### src/rtl/matmul_apb_slave_if.sv
// APB bus bundle between the matmul register slave and its bus master.
interface matmul_apb_slave_if #(
   parameter int unsigned ADDR_WIDTH = 16,
   parameter int unsigned BUS_WIDTH  = 64
);
   logic                  psel;
   logic                  penable;
   logic                  pwrite;
   logic [ADDR_WIDTH-1:0] paddr;
   logic [BUS_WIDTH-1:0]  pwdata;
   logic [BUS_WIDTH-1:0]  prdata;
   logic                  pready;
   logic                  pslverr;

   modport master (
      output psel, penable, pwrite, paddr, pwdata,
      input  prdata, pready, pslverr
   );

   modport slave (
      input  psel, penable, pwrite, paddr, pwdata,
      output prdata, pready, pslverr
   );
endinterface

### src/rtl/matmul_apb_slave.sv
// APB register slave for the matmul engine: CONTROL/STATUS registers plus row windows onto
// operand A, operand B and the result scratchpad. Every transfer takes exactly
// setup + access + one response cycle; pready/pslverr/prdata are registered.
module matmul_apb_slave #(
   parameter int unsigned DATA_WIDTH  = 16,
   parameter int unsigned BUS_WIDTH   = 64,
   parameter int unsigned ADDR_WIDTH  = 16,
   parameter int unsigned SP_NTARGETS = 4
) (
   input  logic                 clk,
   input  logic                 rst,
   matmul_apb_slave_if.slave    apb,
   output logic                 busy,
   output logic                 start,
   input  logic                 done,
   output logic [1:0]           mem_sel,
   output logic [7:0]           mem_idx,
   output logic                 mem_we,
   output logic                 mem_re,
   output logic [BUS_WIDTH-1:0] mem_wdata,
   input  logic [BUS_WIDTH-1:0] mem_rdata
);
   localparam int unsigned MAX_DIM = BUS_WIDTH / DATA_WIDTH;
   localparam int unsigned SP_ROWS = SP_NTARGETS * MAX_DIM;
   localparam int unsigned PW      = ADDR_WIDTH - 8;

   localparam logic [PW-1:0] PAGE_REG = PW'(0);
   localparam logic [PW-1:0] PAGE_A   = PW'(1);
   localparam logic [PW-1:0] PAGE_B   = PW'(2);
   localparam logic [PW-1:0] PAGE_SP  = PW'(3);

   typedef enum logic [1:0] {IDLE, ACCESS, RESP} state_t;

   state_t               state_q;
   logic                 write_q, err_q, mem_q, ctrl_q, stat_q;
   logic [1:0]           sel_q;
   logic [7:0]           idx_q;
   logic [BUS_WIDTH-1:0] wdata_q, prdata_q;
   logic                 pready_q, pslverr_q, mem_we_q, start_q, busy_q, done_sticky_q;

   logic [PW-1:0]        page;
   logic [4:0]           row;
   logic [31:0]          row_ext;
   logic [1:0]           dec_sel;
   logic [7:0]           dec_idx;
   logic                 dec_mem, dec_ctrl, dec_stat, dec_err;
   logic                 setup;
   logic [BUS_WIDTH-1:0] status;

   assign page    = apb.paddr[ADDR_WIDTH-1:8];
   assign row     = apb.paddr[7:3];
   assign row_ext = {27'd0, row};

   // Decode the address presented in the setup cycle and classify it as legal or an error.
   always_comb begin
      dec_sel  = 2'd0;
      dec_idx  = 8'd0;
      dec_mem  = 1'b0;
      dec_ctrl = 1'b0;
      dec_stat = 1'b0;
      dec_err  = 1'b0;
      if (apb.paddr[2:0] != 3'd0) begin
         dec_err = 1'b1;
      end else if (page == PAGE_REG) begin
         if (apb.paddr[7:0] == 8'h00) begin
            dec_ctrl = 1'b1;
            dec_err  = apb.pwrite && busy_q;
         end else if (apb.paddr[7:0] == 8'h08) begin
            dec_stat = 1'b1;
            dec_err  = apb.pwrite;
         end else begin
            dec_err = 1'b1;
         end
      end else if (page == PAGE_A || page == PAGE_B) begin
         dec_sel = (page == PAGE_A) ? 2'd0 : 2'd1;
         dec_idx = {3'd0, row};
         dec_mem = 1'b1;
         dec_err = (row_ext >= MAX_DIM) || (apb.pwrite && busy_q);
      end else if (page == PAGE_SP) begin
         dec_sel = 2'd2;
         dec_idx = {3'd0, row};
         dec_mem = 1'b1;
         dec_err = (row_ext >= SP_ROWS) || apb.pwrite;
      end else begin
         dec_err = 1'b1;
      end
   end

   // STATUS word as seen by a read.
   always_comb begin
      status      = '0;
      status[1:0] = {done_sticky_q, busy_q};
   end

   // Transfer FSM with engine handshake; all bus and engine outputs are registered here.
   always_ff @(posedge clk or negedge rst) begin
      if (!rst) begin
         state_q       <= IDLE;
         write_q       <= 1'b0;
         err_q         <= 1'b0;
         mem_q         <= 1'b0;
         ctrl_q        <= 1'b0;
         stat_q        <= 1'b0;
         sel_q         <= 2'd0;
         idx_q         <= 8'd0;
         wdata_q       <= '0;
         prdata_q      <= '0;
         pready_q      <= 1'b0;
         pslverr_q     <= 1'b0;
         mem_we_q      <= 1'b0;
         start_q       <= 1'b0;
         busy_q        <= 1'b0;
         done_sticky_q <= 1'b0;
      end else begin
         pready_q  <= 1'b0;
         pslverr_q <= 1'b0;
         prdata_q  <= '0;
         mem_we_q  <= 1'b0;
         start_q   <= 1'b0;
         if (done && busy_q) begin
            busy_q        <= 1'b0;
            done_sticky_q <= 1'b1;
         end
         unique case (state_q)
            IDLE: begin
               if (apb.psel) begin
                  write_q <= apb.pwrite;
                  err_q   <= dec_err;
                  mem_q   <= dec_mem;
                  ctrl_q  <= dec_ctrl;
                  stat_q  <= dec_stat;
                  sel_q   <= dec_sel;
                  idx_q   <= dec_idx;
                  wdata_q <= apb.pwdata;
                  state_q <= ACCESS;
               end
            end
            ACCESS: begin
               if (!apb.psel) begin
                  state_q <= IDLE;
               end else if (apb.penable) begin
                  state_q   <= RESP;
                  pready_q  <= 1'b1;
                  pslverr_q <= err_q;
                  mem_we_q  <= !err_q && write_q && mem_q;
                  if (!err_q && !write_q) begin
                     if (mem_q) begin
                        prdata_q <= mem_rdata;
                     end else if (stat_q) begin
                        prdata_q <= status;
                     end
                  end
               end
            end
            RESP: begin
               state_q <= IDLE;
               // Start commits after the response; error already covers the busy case.
               if (!err_q && write_q && ctrl_q && wdata_q[0]) begin
                  busy_q        <= 1'b1;
                  start_q       <= 1'b1;
                  done_sticky_q <= 1'b0;
               end
            end
            default: state_q <= IDLE;
         endcase
      end
   end

   // Memory address/read strobe come straight from the bus in the setup cycle, then from
   // the captured copy, so the target is stable from setup until the response ends.
   assign setup       = rst && (state_q == IDLE) && apb.psel;
   assign mem_sel     = setup ? dec_sel : sel_q;
   assign mem_idx     = setup ? dec_idx : idx_q;
   assign mem_re      = setup && dec_mem && !dec_err && !apb.pwrite;
   assign mem_we      = mem_we_q;
   assign mem_wdata   = wdata_q;
   assign busy        = busy_q;
   assign start       = start_q;
   assign apb.prdata  = prdata_q;
   assign apb.pready  = pready_q;
   assign apb.pslverr = pslverr_q;
endmodule

### src/flat_wrapper.sv
// flat-port wrapper written by rule: the top's interface ports become plain ports
module matmul_apb_slave_flat 
#(
   parameter int unsigned DATA_WIDTH  = 16,
   parameter int unsigned BUS_WIDTH   = 64,
   parameter int unsigned ADDR_WIDTH  = 16,
   parameter int unsigned SP_NTARGETS = 4
)
  (clk, rst, busy, start, done, mem_sel, mem_idx, mem_we, mem_re, mem_wdata, mem_rdata, apb_psel, apb_penable, apb_pwrite, apb_paddr, apb_pwdata, apb_prdata, apb_pready, apb_pslverr);
  matmul_apb_slave_if #(.ADDR_WIDTH(ADDR_WIDTH), .BUS_WIDTH(BUS_WIDTH)) apb_i ();
  input  logic clk;
  input  logic rst;
  output logic busy;
  output logic start;
  input  logic done;
  output logic [1:0] mem_sel;
  output logic [7:0] mem_idx;
  output logic mem_we;
  output logic mem_re;
  output logic [BUS_WIDTH-1:0] mem_wdata;
  input  logic [BUS_WIDTH-1:0] mem_rdata;
  input wire logic [$bits(apb_i.psel)-1:0] apb_psel;
  input wire logic [$bits(apb_i.penable)-1:0] apb_penable;
  input wire logic [$bits(apb_i.pwrite)-1:0] apb_pwrite;
  input wire logic [$bits(apb_i.paddr)-1:0] apb_paddr;
  input wire logic [$bits(apb_i.pwdata)-1:0] apb_pwdata;
  output wire logic [$bits(apb_i.prdata)-1:0] apb_prdata;
  output wire logic [$bits(apb_i.pready)-1:0] apb_pready;
  output wire logic [$bits(apb_i.pslverr)-1:0] apb_pslverr;
  assign apb_i.psel = apb_psel;
  assign apb_i.penable = apb_penable;
  assign apb_i.pwrite = apb_pwrite;
  assign apb_i.paddr = apb_paddr;
  assign apb_i.pwdata = apb_pwdata;
  assign apb_prdata = apb_i.prdata;
  assign apb_pready = apb_i.pready;
  assign apb_pslverr = apb_i.pslverr;
  matmul_apb_slave #(.DATA_WIDTH(DATA_WIDTH), .BUS_WIDTH(BUS_WIDTH), .ADDR_WIDTH(ADDR_WIDTH), .SP_NTARGETS(SP_NTARGETS)) u_core (.clk(clk), .rst(rst), .apb(apb_i), .busy(busy), .start(start), .done(done), .mem_sel(mem_sel), .mem_idx(mem_idx), .mem_we(mem_we), .mem_re(mem_re), .mem_wdata(mem_wdata), .mem_rdata(mem_rdata));
endmodule
### config.mk
export PLATFORM = sky130hd
export DESIGN_NAME = matmul_apb_slave_flat
export DESIGN_NICKNAME = d
export VERILOG_FILES = /design/src/rtl/matmul_apb_slave_if.sv /design/src/rtl/matmul_apb_slave.sv /design/src/flat_wrapper.sv
export SDC_FILE = /design/constraint.sdc
export NUM_CORES = 1
export LEC_CHECK = 0
export ABC_AREA = 1
export CAP_MARGIN = 40
export CORE_ASPECT_RATIO = 0.6
export CORE_MARGIN = 5
export CORE_UTILIZATION = 40
export CTS_CLUSTER_DIAMETER = 200
export DETAILED_ROUTE_END_ITERATION = 10
export PLACE_DENSITY = 0.8
export SLEW_MARGIN = 20
export SYNTH_ARGS = -nofsm -noshare
export SYNTH_HDL_FRONTEND = slang
export SYNTH_SLANG_ARGS = --single-unit
### constraint.sdc
create_clock -name clk -period 1.6 [get_ports clk]
set_clock_uncertainty 0.2 [all_clocks]
set_input_delay 0.16 -clock clk [delete_from_list [all_inputs] [get_ports clk]]
set_output_delay 0.16 -clock clk [all_outputs]
set_load 0.005 [all_outputs]
== Word-level counts from Yosys, hierarchy flattened ==
Index checks and enable logic that the tools add are counted.

* $lt $le $gt $ge: 2
* Equal/unequal tests: 8
* Mux-type cells: 55
* Reduce and logical (&&, ||, !) cells: 25

{| class="wikitable"
|+ Operators by type and width
! cell !! number
|-
| $mux W64 || 5
|-
| $mux W1 || 35
|-
| $mux W8 || 4
|-
| $mux W2 || 9
|-
| $eq A8 B2 Y1 const B || 2
|-
| $logic_not A8 Y1 || 2
|-
| $logic_and A1 B1 Y1 || 12
|-
| $eq A8 B1 Y1 const B || 1
|-
| $eq A8 B4 Y1 const B || 1
|-
| $ge A5 B3 Y1 const B || 1
|-
| $ge A5 B5 Y1 const B || 1
|-
| $mux W5 || 1
|-
| $logic_not A1 Y1 || 4
|-
| $pmux W2 S2 || 1
|-
| $reduce_and A2 Y1 || 2
|-
| $logic_or A1 B1 Y1 || 3
|-
| $ne A3 B3 Y1 const B || 1
|-
| $reduce_bool A3 Y1 || 1
|-
| $eq A2 B1 Y1 const B || 1
|-
| $eq A2 B2 Y1 const B || 1
|-
| $logic_not A2 Y1 || 1
|-
| $ne A2 B2 Y1 const B || 1
|}

* Register bits after elaboration: 151
* Output and inout bits: 144
* Logic and storage cells: 106

== Logic depth before layout (Yosys ltp) ==
* Word-level depth: 9
* Gate-level depth with buffers: 8
* Mapped depth without buffers: 8

== Worst setup path before layout ==
Ideal clock, no wire load.

* Kind: register -> output
* Start point: reg u_core.state_q[1]
* End point: out mem_sel[1]
* Data arrival time: 1,133 ps
* Data required time: 1,240 ps
* Setup slack: 107 ps
* Stages on the path, launching flop included: 8
* Path buffers: 0
* Cells stage by stage: dfrtp_1 -> inv_2 -> nand2_2 -> nor2_2 -> inv_2 -> nor2_4 -> inv_1 -> o21ai_1

* Word-level cells in the longest chain between the ends: 4

{| class="wikitable"
|+ RTL lines
! what !! line !! text
|-
| from (decl) || matmul_apb_slave.sv:34 || <nowiki>state_t state_q;</nowiki>
|-
| from (signal assigned) || matmul_apb_slave.sv:98 || <nowiki>state_q <= IDLE;</nowiki>
|-
| from (signal assigned) || matmul_apb_slave.sv:135 || <nowiki>state_q <= ACCESS;</nowiki>
|-
| from (signal assigned) || matmul_apb_slave.sv:140 || <nowiki>state_q <= IDLE;</nowiki>
|-
| $logic_not A2 Y1 || matmul_apb_slave.sv:171 || <nowiki>assign setup = rst && (state_q == IDLE) && apb.psel;</nowiki>
|-
| $logic_and A1 B1 Y1 (2 in series) || matmul_apb_slave.sv:171 ||
|-
| $mux W2 || matmul_apb_slave.sv:172 || <nowiki>assign mem_sel = setup ? dec_sel : sel_q;</nowiki>
|-
| to (decl) || flat_wrapper.sv:16 || <nowiki>output logic [1:0] mem_sel;</nowiki>
|}

Every way passes these cells.

== Worst setup path after layout ==
* Start point: reg u_core.state_q[1]
* End point: out mem_re

* Word-level cells in the longest chain between the ends: 6

{| class="wikitable"
|+ RTL lines
! what !! line !! text
|-
| $logic_not A2 Y1 || matmul_apb_slave.sv:171 ||
|-
| $logic_and A1 B1 Y1 (2 in series) || matmul_apb_slave.sv:171 ||
|-
| $logic_and A1 B1 Y1 (3 in series) || matmul_apb_slave.sv:174 || <nowiki>assign mem_re = setup && dec_mem && !dec_err && !apb.pwrite;</nowiki>
|-
| to (decl) || flat_wrapper.sv:19 || <nowiki>output logic mem_re;</nowiki>
|}

Every way passes these cells.

==> results.sh <==
export IMPL_vias_per_cell=4.34
export IMPL_fin_tns_setup_ns=-11.39
export IMPL_r2r_setup_slack_ns=-0.27
export IMPL_postRouteAntennaNets=0
export IMPL_path_class="flop to primary output"
export IMPL_hold_class="input pin to flop"
export IMPL_critical_path_endpoint="mem_re"
export IMPL_cp_required_ns=1.24
export IMPL_rr_endpoint="u_core.ctrl_q$_DFFE_PN0P_"
export IMPL_yosys_cell_types_count=22
export IMPL_clockRootBuffer="clkbuf_16"
export IMPL_p_leak_nw=5.60
export IMPL_syn2layout_area_growth_pct=70.0
export IMPL_worstMarginPinSlew_ns=0.774
export IMPL_end_kind="primary output"
export IMPL_period_minus_slack_ns=2.01
export IMPL_dp_slack_ns=-0.691
export IMPL_yosysWarnings=0
export IMPL_place_area_um2=9070
export IMPL_synthTopCellsByArea="dfrtp_1 (64%), nand2_1 (15%), nor2_2 (6.6%)"
export IMPL_cts_tree="yes"
export IMPL_max_freq_mhz=496
export IMPL_layout_drive_gt1_share=0.172
export IMPL_ir_drop_mv=0.648
export IMPL_critPathLaunchType="flop"
export IMPL_drt_wl_total_um=18100
export IMPL_switching_share=0.235
export IMPL_gr_total_overflow=0
export IMPL_fin_util=0.687
export IMPL_cts_buffers=17
export IMPL_maxCapViolCount=0
export IMPL_coreArea_um2=14400
export IMPL_wl_per_cell_um=15.5
export IMPL_drt_iter0_drc=337
export IMPL_fillers=1176
export IMPL_crit_arrival_ns=1.65
export IMPL_yosys_cell_count_top_type="nand2_1"
export IMPL_synth_top_area_share=0.637
export IMPL_p_sw_mw=2.32
export IMPL_holdPathStages=3
export IMPL_p_per_area_nw_per_um2=1000
export IMPL_min_period_over_period=1.26
export IMPL_drc=0
export IMPL_die_h_um=103
export IMPL_numPortBuffers=290
export IMPL_p_comb_frac=0.143
export IMPL_synthTopCellsByCount="nand2_1 (236), dfrtp_1 (148), inv_1 (87)"
export IMPL_grt_max_degree=94
export IMPL_power_frac_seq=0.422
export IMPL_hold_viol=0
export IMPL_clockBufferDepth=2
export IMPL_syn_inst=623
export IMPL_finalSetupViolations=84
export IMPL_h_tree_depth=4
export IMPL_r2r_start="u_core.state_q[1]$_DFFE_PN0P_"
export IMPL_worst_slack_ns=-0.414
export IMPL_post_dp_hpwl_um=13300
export IMPL_slew_viol_final=0
export IMPL_grt_pass1_vias=5153
export IMPL_intPower_mw=7.56
export IMPL_status="finished with violations"
export IMPL_worstPathMaxFanout=5
export IMPL_io_pins=294
export IMPL_num_rows=34
export IMPL_die_area_um2=17100
export IMPL_vias=5065
export IMPL_violations="setup timing"
export IMPL_synth_edff_count=0
export IMPL_final_nets=1109
export IMPL_rsz0062_at_grt="true"
export IMPL_grtUsageTotal=0.201
export IMPL_netlist_area_um2=5810
export IMPL_grt_pass1_wl_um=26300
export IMPL_rr_worst_depth=6
export IMPL_grt_antenna_before_repair=2
export IMPL_worstSkewPairLatency_ns=0.40
export IMPL_ys_seq_area_frac=0.637
export IMPL_gp_congestion=0.890
export IMPL_avgSynthCellArea_um2=9.33
export IMPL_first_pass_iters=4
export IMPL_yosysTopAreaCell="dfrtp_1"
export IMPL_relSlewSlack=0.484
export IMPL_yosys_most_used_dff="dfrtp_1"
export IMPL_clock_sinks=148
export IMPL_clk_pin_slew_ns=0.06
export IMPL_crit_start="u_core.state_q[1]$_DFFE_PN0P_"
export IMPL_diodes=0
export IMPL_synth_async_reset_ratio=1.00
export IMPL_initial_utilization=0.404
export IMPL_ys_ff_latch=148
export IMPL_design_area_um2=9880
export IMPL_die_w_um=166
export IMPL_pwr_share_clk=0.435
registers in the layout (all words and copies together), names as in the netlist, 2 cells and up:
| name | cells |
|---|---|
| u_core.apb.prdata | 64 |
| u_core.idx_q | 5 |
| u_core.mem_wdata | 64 |
| u_core.sel_q | 2 |
| u_core.state_q | 2 |
worst min-delay path by stage:
stage | from | endpoint | slack (ns)
floorplan | rst | u_core.apb.prdata[0]$_DFF_PN0_ | -0.34
global placement | rst | u_core.mem_wdata[8]$_DFFE_PN0P_ | 0.13
detailed placement | rst | u_core.mem_wdata[7]$_DFFE_PN0P_ | 0.14
CTS | mem_rdata[25] | u_core.apb.prdata[25]$_DFF_PN0_ | 0.06
global route | mem_rdata[30] | u_core.apb.prdata[30]$_DFF_PN0_ | 0.07
finish | mem_rdata[25] | u_core.apb.prdata[25]$_DFF_PN0_ | 0.08
placed cells by master, fill, tap and decap left out, drive strengths merged:
master	instances
clkbuf	22
clkdlybuf4s50	146
dfrtp	148
nand2	237
nor3	3
nand4	6
inv	91
nand3	16
dlygate4sd2	124
buf	56
clkinvlp	2
nor2	81
bufinv	5
dlymetal6s2s	10
conb	3
o21ai	10
clkinv	3
dlygate4sd3	1
a21oi	3
o22ai	3
per-stage QoR:
| stage | power [mW] | std cells | hold WS [ns] |
|---|---|---|---|
| 2_1_floorplan | 4.66 | 625 | -0.336 |
| 3_3_place_gp | 5.79 | 1117 | 0.129 |
| 4_1_cts | 10.0 | 1156 | 0.0558 |
| 3_5_place_dp | 5.83 | 1117 | 0.136 |
| 6_report | 9.88 | 1168 | 0.0773 |
| 5_1_grt | 10.3 | 1168 | 0.0708 |
routing by layer:
layer,track usage,vias up,share of wire
li1,-,2502,-
met2,0.352,184,0.50
met4,0.0456,4,0.0051
met3,0.103,13,0.12
met1,0.222,2362,0.37
met5,0,-,0.0015
cell type report:
class / instances / area (µm²) / share of cell area
sequential: 148 / 3700 / 0.375
inverter: 89 / 337 / 0.0341
multi-input combinational: 362 / 1690 / 0.171
timing repair buffer: 341 / 3270 / 0.331
tap: 198 / 248 / 0.0251
clock buffer: 18 / 429 / 0.0434
clock inverter: 12 / 205 / 0.0208
power groups by stage:
stage	Sequential, mW	Combinational (mW)	Clock [mW]
2_1_floorplan	4.26	0.402	0
3_3_place_gp	4.23	1.56	0
3_5_place_dp	4.24	1.59	0
4_1_cts	4.17	1.44	4.41
5_1_grt	4.20	1.57	4.56
6_report	4.17	1.42	4.30
what timing repair did:
| action | 4_1_cts | 5_1_grt |
|---|---|---|
| endpoints found under the setup margin | 209 | 156 |
| gates resized for setup | 169 | 28 |
| hold buffers | 1 | 0 |
| setup buffers | 8 | 9 |
| cloned | 0 | 5 |
| pin swaps | 10 | 10 |
| endpoints found under the hold margin | 148 | 0 |
cell families after synthesis:
| group | synth area share |
|---|---|
| buffers and inverters | 0.0870 |
| AND/OR/NAND/NOR | 0.261 |
| AO/OA/AOI/OAI | 0.0144 |
| other | 0.000645 |
| flip-flops | 0.637 |
worst max-delay path: stages, from the launching register on:
cell and delay [ns]:
dfrtp_1 0.37, inv_2 0.08, nand2_4 0.05, nor2_4 0.09, inv_2 0.05, nor2_4 0.17
buf_6 0.13, nand4_1 0.08, nor2_1 0.10, buf_2 0.12
Note: power is estimated with default switching activity, not from simulation.
